**src/rtl/id_ex_stage_pkg.sv**
```systemverilog
// Shared definitions for the ID/EX pipeline register: default widths,
// decoded control bundle, bubble constant and ALU operation encodings.
package id_ex_stage_pkg;

   localparam int unsigned DATA_W_DEF  = 32;
   localparam int unsigned REG_AW_DEF  = 5;
   localparam int unsigned ALUOP_W_DEF = 4;
   localparam int unsigned CNT_W_DEF   = 16;

   typedef enum logic [3:0] {
      ALU_AND = 4'h0,
      ALU_OR  = 4'h1,
      ALU_ADD = 4'h2,
      ALU_SUB = 4'h6,
      ALU_SLT = 4'h7,
      ALU_NOR = 4'hC
   } alu_op_e;

   typedef struct packed {
      logic regwrite;
      logic memread;
      logic memwrite;
      logic memtoreg;
      logic alusrc;
      logic regdst;
   } ctrl_t;

   // A bubble carries no side effects: no register write, no memory access.
   localparam ctrl_t CTRL_BUBBLE = '0;

   function automatic ctrl_t pack_ctrl(input logic regwrite, input logic memread,
                                       input logic memwrite, input logic memtoreg,
                                       input logic alusrc, input logic regdst);
      ctrl_t c;
      c.regwrite = regwrite;
      c.memread  = memread;
      c.memwrite = memwrite;
      c.memtoreg = memtoreg;
      c.alusrc   = alusrc;
      c.regdst   = regdst;
      return c;
   endfunction

endpackage

```
**src/rtl/id_ex_stage_hazard_detect.sv**
```systemverilog
// Load-use hazard detection: a load in EX whose destination is read by the
// instruction in ID forces a one-cycle stall of PC and IF/ID.
module id_ex_stage_hazard_detect
   import id_ex_stage_pkg::*;
#(
   parameter int unsigned REG_AW = REG_AW_DEF
) (
   input  logic              reset,
   input  logic              mem_busy,
   input  logic              id_ex_memread,
   input  logic              id_ex_valid,
   input  logic [REG_AW-1:0] id_ex_rt,
   input  logic [REG_AW-1:0] if_id_rs,
   input  logic [REG_AW-1:0] if_id_rt,
   input  logic              id_uses_rs,
   input  logic              id_uses_rt,
   output logic              luh,
   output logic              pc_write,
   output logic              if_id_write
);

   logic rs_match;
   logic rt_match;

   // Hazard decode from registered EX state; $0 never creates a dependency.
   // Reset masks the hazard so the front end keeps advancing while reset is held.
   always_comb begin
      rs_match    = id_uses_rs && (id_ex_rt == if_id_rs);
      rt_match    = id_uses_rt && (id_ex_rt == if_id_rt);
      luh         = !reset && id_ex_memread && id_ex_valid && (id_ex_rt != '0)
                    && (rs_match || rt_match);
      pc_write    = !mem_busy && !luh;
      if_id_write = !mem_busy && !luh;
   end

endmodule

```
**src/rtl/id_ex_stage.sv**
```systemverilog
// ID/EX pipeline register with load-use stall, branch flush, memory-busy
// freeze and a saturating count of inserted load-use bubbles.
module id_ex_stage
   import id_ex_stage_pkg::*;
#(
   parameter int unsigned DATA_W  = DATA_W_DEF,
   parameter int unsigned REG_AW  = REG_AW_DEF,
   parameter int unsigned ALUOP_W = ALUOP_W_DEF,
   parameter int unsigned CNT_W   = CNT_W_DEF
) (
   input  logic               clk,
   input  logic               reset,
   input  logic [REG_AW-1:0]  if_id_rs,
   input  logic [REG_AW-1:0]  if_id_rt,
   input  logic [REG_AW-1:0]  if_id_rd,
   input  logic               id_uses_rs,
   input  logic               id_uses_rt,
   input  logic [DATA_W-1:0]  id_rd1,
   input  logic [DATA_W-1:0]  id_rd2,
   input  logic [DATA_W-1:0]  id_imm,
   input  logic               id_regwrite,
   input  logic               id_memread,
   input  logic               id_memwrite,
   input  logic               id_memtoreg,
   input  logic               id_alusrc,
   input  logic               id_regdst,
   input  logic [ALUOP_W-1:0] id_aluop,
   input  logic               flush,
   input  logic               mem_busy,
   output logic               pc_write,
   output logic               if_id_write,
   output logic [REG_AW-1:0]  id_ex_rs,
   output logic [REG_AW-1:0]  id_ex_rt,
   output logic [REG_AW-1:0]  id_ex_rd,
   output logic [DATA_W-1:0]  id_ex_rd1,
   output logic [DATA_W-1:0]  id_ex_rd2,
   output logic [DATA_W-1:0]  id_ex_imm,
   output logic               id_ex_regwrite,
   output logic               id_ex_memread,
   output logic               id_ex_memwrite,
   output logic               id_ex_memtoreg,
   output logic               id_ex_alusrc,
   output logic               id_ex_regdst,
   output logic [ALUOP_W-1:0] id_ex_aluop,
   output logic               id_ex_valid,
   output logic [CNT_W-1:0]   bubble_count
);

   ctrl_t               ctrl_q,  ctrl_d;
   logic [REG_AW-1:0]   rs_q,    rs_d;
   logic [REG_AW-1:0]   rt_q,    rt_d;
   logic [REG_AW-1:0]   rd_q,    rd_d;
   logic [DATA_W-1:0]   rd1_q,   rd1_d;
   logic [DATA_W-1:0]   rd2_q,   rd2_d;
   logic [DATA_W-1:0]   imm_q,   imm_d;
   logic [ALUOP_W-1:0]  aluop_q, aluop_d;
   logic                valid_q, valid_d;
   logic [CNT_W-1:0]    cnt_q,   cnt_d;
   logic                luh;

   id_ex_stage_hazard_detect #(
      .REG_AW (REG_AW)
   ) u_hazard (
      .reset         (reset),
      .mem_busy      (mem_busy),
      .id_ex_memread (ctrl_q.memread),
      .id_ex_valid   (valid_q),
      .id_ex_rt      (rt_q),
      .if_id_rs      (if_id_rs),
      .if_id_rt      (if_id_rt),
      .id_uses_rs    (id_uses_rs),
      .id_uses_rt    (id_uses_rt),
      .luh           (luh),
      .pc_write      (pc_write),
      .if_id_write   (if_id_write)
   );

   // Next-state: freeze beats flush, flush beats load-use, otherwise capture ID.
   always_comb begin
      ctrl_d  = ctrl_q;
      rs_d    = rs_q;
      rt_d    = rt_q;
      rd_d    = rd_q;
      rd1_d   = rd1_q;
      rd2_d   = rd2_q;
      imm_d   = imm_q;
      aluop_d = aluop_q;
      valid_d = valid_q;
      cnt_d   = cnt_q;
      if (!mem_busy) begin
         if (flush || luh) begin
            ctrl_d  = CTRL_BUBBLE;
            rs_d    = '0;
            rt_d    = '0;
            rd_d    = '0;
            rd1_d   = '0;
            rd2_d   = '0;
            imm_d   = '0;
            aluop_d = '0;
            valid_d = 1'b0;
            // A flushed slot is not a load-use bubble, so only luh alone counts.
            if (!flush && (cnt_q != '1)) begin
               cnt_d = cnt_q + 1'b1;
            end
         end else begin
            ctrl_d  = pack_ctrl(id_regwrite, id_memread, id_memwrite,
                                id_memtoreg, id_alusrc, id_regdst);
            rs_d    = if_id_rs;
            rt_d    = if_id_rt;
            rd_d    = if_id_rd;
            rd1_d   = id_rd1;
            rd2_d   = id_rd2;
            imm_d   = id_imm;
            aluop_d = id_aluop;
            valid_d = 1'b1;
         end
      end
   end

   // Pipeline register and bubble counter; reset overrides every other input.
   always_ff @(posedge clk) begin
      if (reset) begin
         ctrl_q  <= CTRL_BUBBLE;
         rs_q    <= '0;
         rt_q    <= '0;
         rd_q    <= '0;
         rd1_q   <= '0;
         rd2_q   <= '0;
         imm_q   <= '0;
         aluop_q <= '0;
         valid_q <= 1'b0;
         cnt_q   <= '0;
      end else begin
         ctrl_q  <= ctrl_d;
         rs_q    <= rs_d;
         rt_q    <= rt_d;
         rd_q    <= rd_d;
         rd1_q   <= rd1_d;
         rd2_q   <= rd2_d;
         imm_q   <= imm_d;
         aluop_q <= aluop_d;
         valid_q <= valid_d;
         cnt_q   <= cnt_d;
      end
   end

   // Output fan-out of the registered state.
   always_comb begin
      id_ex_rs       = rs_q;
      id_ex_rt       = rt_q;
      id_ex_rd       = rd_q;
      id_ex_rd1      = rd1_q;
      id_ex_rd2      = rd2_q;
      id_ex_imm      = imm_q;
      id_ex_regwrite = ctrl_q.regwrite;
      id_ex_memread  = ctrl_q.memread;
      id_ex_memwrite = ctrl_q.memwrite;
      id_ex_memtoreg = ctrl_q.memtoreg;
      id_ex_alusrc   = ctrl_q.alusrc;
      id_ex_regdst   = ctrl_q.regdst;
      id_ex_aluop    = aluop_q;
      id_ex_valid    = valid_q;
      bubble_count   = cnt_q;
   end

endmodule
```
**config.mk**
```make
export PLATFORM = sky130hd
export DESIGN_NAME = id_ex_stage
export DESIGN_NICKNAME = d
export VERILOG_FILES = /design/src/rtl/id_ex_stage_pkg.sv /design/src/rtl/id_ex_stage_hazard_detect.sv /design/src/rtl/id_ex_stage.sv
export SDC_FILE = /design/constraint.sdc
export NUM_CORES = 1
export LEC_CHECK = 0
export BUFFER_PORTS_ARGS = -buffer_cell sky130_fd_sc_hd__buf_2
export CELL_PAD_IN_SITES_DETAIL_PLACEMENT = 1
export CELL_PAD_IN_SITES_GLOBAL_PLACEMENT = 2
export CORE_UTILIZATION = 25
export CTS_CLUSTER_SIZE = 30
export DETAILED_ROUTE_END_ITERATION = 10
export GPL_TIMING_DRIVEN = 0
export PLACE_DENSITY_LB_ADDON = 0.05
export SYNTH_ARGS = -nofsm -noshare
export SYNTH_HDL_FRONTEND = slang
export SYNTH_HIERARCHICAL = 1
export SYNTH_SLANG_ARGS = --single-unit
```
**constraint.sdc**
```tcl
create_clock -name clk -period 2.4 [get_ports clk]
set_input_delay 0.12 -clock clk [delete_from_list [all_inputs] [get_ports clk]]
set_output_delay 0.12 -clock clk [all_outputs]
set_load 0.005 [all_outputs]
```
==> results.sh <==
export IMPL_cts_htree_levels=4
export IMPL_fin_setup_tns_ps=0
export IMPL_synth_area_leaders="dfxtp_1 55%, a22oi_1 18%, nor2_1 10%"
export IMPL_cts_tree="built"
export IMPL_fmax_mhz=435.3
export IMPL_synth_top_area_cell="dfxtp_1"
export IMPL_synthesis_area_um2=5040
export IMPL_die_h_um=144.0
export IMPL_overflow=0
export IMPL_placedCellCount=1062
export IMPL_hold_viol=0
export IMPL_ys_flop_type="dfxtp_1"
export IMPL_clk_pin_slew_ps=60
export IMPL_core_um2=19590
export IMPL_grt_pass1_wl_um=29150
export IMPL_grt_pass1_vias=5782
export IMPL_ys_ff_latch=138
export IMPL_cts_max_path_buffers=2
export IMPL_drt_iter0_markers=149
export IMPL_drcViolationCount=0
export IMPL_area_growth_pct=69.66
export IMPL_most_common_layout_cells="275 x buf_2, 134 x nor2_1, 133 x dfxtp_1"
export IMPL_syn_nets=659
export IMPL_path_class="in2reg"
export IMPL_arrival_ps=2590
export IMPL_vias=5581
export IMPL_yosysSeqAreaShare_pct=54.82
export IMPL_diodes=0
export IMPL_numPortBuffers=266
export IMPL_fillers=2352
export IMPL_antenna_found_initial=0
export IMPL_layout_commonest_cell="buf_2"
export IMPL_fin_crit_ps=2297
export IMPL_synth_top_cell_area_share_pct=54.82
export IMPL_worst_hold_path_type="in2reg"
export IMPL_die_area_um2=20730
export IMPL_drt_wl_total_um=19080
export IMPL_p_per_area_nw_per_um2=635.0
export IMPL_netlist_instances=531
export IMPL_r2r_start="id_ex_rt[2]"
export IMPL_fin_util_pct=43.65
export IMPL_pin_count=267
export IMPL_post_route_period_util_pct=95.71
export IMPL_crit_start="if_id_rs[2]"
export IMPL_die_w_um=144.0
export IMPL_yosys_warnings=6
export IMPL_synthArstFlopShare_pct=0
export IMPL_fin_nets=1067
export IMPL_gp_congestion=0.7946
export IMPL_clkLatencyLatePin_ps=420
export IMPL_via_per_inst=4.586
export IMPL_vdd_ir_drop_worst_uv=418.7
export IMPL_wire_per_inst_um=15.68
export IMPL_cp_end_kind="flip-flop"
export IMPL_cts_made_buffers=17
export IMPL_cp_required_ps=2700
export IMPL_drive_above_1_share_pct=35.71
export IMPL_rsz0062_at_grt="yes"
export IMPL_grt_max_degree=17
export IMPL_syn_area_per_cell_um2=9.491
export IMPL_synth_edf_count=0
export IMPL_max_slew_worst_pin_slew_ps=690.8
export IMPL_clockRootBuffer="clkbuf_16"
export IMPL_r2r_setup_slack_ps=110
export IMPL_cp_max_fo=6
export IMPL_regArea_um2=2771
export IMPL_start_util_pct=25.73
export IMPL_slew_violations=0
export IMPL_skew_ps=10.47
export IMPL_final_cell_count_no_fill=1217
export IMPL_power_leakage_nw=3.903
export IMPL_reg2reg_to="bubble_count[13]"
export IMPL_startpoint_type="input port"
export IMPL_multiInputGateArea_um2=2175
export IMPL_setup_violations=0
export IMPL_relSlewSlack_pct=53.94
export IMPL_ant_nets=0
export IMPL_r2r_cells=9
export IMPL_worst_hold_slack_ps=17.37
export IMPL_ys_types=38
export IMPL_maxCapViolCount=0
export IMPL_status="finished clean"
export IMPL_crit_end="bubble_count[13]"
export IMPL_num_rows=51
export IMPL_first_pass_iters=4
export IMPL_hpwl_um=13750
export IMPL_track_usage_pct=18.35
export IMPL_clock_sinks=138
==> cell type report <==
class                           count  area share, %
Inverter                            1        0.04390
Tap cell                          265          3.878
Clock inverter                     14          1.171
Timing Repair Buffer              389          29.92
Sequential cell                   138          32.41
Clock buffer                       18          5.019
Multi-Input combinational cell    348          25.43
Buffer                             44          2.122
==> worst max-delay path, stage by stage <==
cell           delay [ps]
dlygate4sd3_1         540
buf_2                 160
xnor2_2               130
nand4_1               120
o22ai_2               200
and3_4                220
nor3b_4               180
buf_6                 150
nand3_4               120
nor4_4                280
mux2_2                350
==> what timing repair did <==
| item | CTS | global route |
|---|---|---|
| pin swaps | 0 | 3 |
| setup buffers | 2 | 1 |
| setup endpoints to repair | 90 | 12 |
| hold buffers | 120 | 0 |
| cloned | 0 | 0 |
| resized for setup | 12 | 8 |
| hold endpoints to repair | 120 | 0 |
==> Yosys cell counts (2+ instances only) <==
master and number:
buf_2 9, and3_1 3, nor4_1 3, nand4_1 4, mux2_2 8, buf_1 6, o21ai_0 4, a22oi_1 121
a21oi_1 9, nor2b_1 9, clkbuf_1 28, or3_1 4, xnor2_1 10, dfxtp_1 138, nor2_1 134, and4_1 2
nand3_1 3, nand2b_1 3, nor3_1 3, nand2_1 12
==> metal layers <==
metal / vias to the layer above / routed length [µm] / track usage [%]
met4: 0 / 362 / 6.551
met1: 2685 / 7583 / 20.51
met5: - / 0 / 0
met3: 23 / 1258 / 6.258
li1: 2711 / - / -
met2: 162 / 9877 / 32.16
==> through the flow <==
stage          instance area [µm²]  setup slack (ps)  power (mW)
2_1_floorplan                 5040             215.3       2.679
4_1_cts                       8493             6.128       5.523
3_5_place_dp                  6703            -381.9       2.953
6_report                      8551             102.9       5.430
5_1_grt                       8551            -30.14       5.676
3_3_place_gp                  6703            -411.6       2.936
==> where the power goes <==
part | switching (mW) | internal [mW] | total (mW)
clock network | 1.05 | 1.32 | 2.37
logic | 0.291 | 0.351 | 0.643
registers | 0.0445 | 2.37 | 2.41
==> kinds of logic after synthesis <==
logic type	synth area share [%]
flops	54.82
compound gates	20.03
mux	2.210
buf+inv	3.649
xor+xnor	1.912
simple gates	17.13
fa+ha+maj	0.2482
==> flip-flops by register name, summed over array words and instances, names as in the netlist <==
register and count:
id_ex_memwrite 1, id_ex_aluop 4, id_ex_rs 5, bubble_count 16
id_ex_imm 32, id_ex_memtoreg 1, id_ex_rd 5, id_ex_rt 5
id_ex_regwrite 1, id_ex_rd2 32, id_ex_valid 1, id_ex_regdst 1
id_ex_memread 1, id_ex_alusrc 1, id_ex_rd1 32
==> worst min-delay path by stage <==
stage	start	end	slack, ps	depth (start not counted)
after floorplan	id_aluop[0]	id_ex_aluop[0]	260	2
after global placement	id_imm[15]	id_ex_imm[15]	350	3
after detailed placement	if_id_rd[2]	id_ex_rd[2]	360	3
after CTS	if_id_rs[3]	id_ex_rs[3]	4	3
after global routing	if_id_rs[3]	id_ex_rs[3]	50	3
final	if_id_rs[3]	id_ex_rs[3]	20	3
No activity file was read; power rests on OpenSTA's default activity.
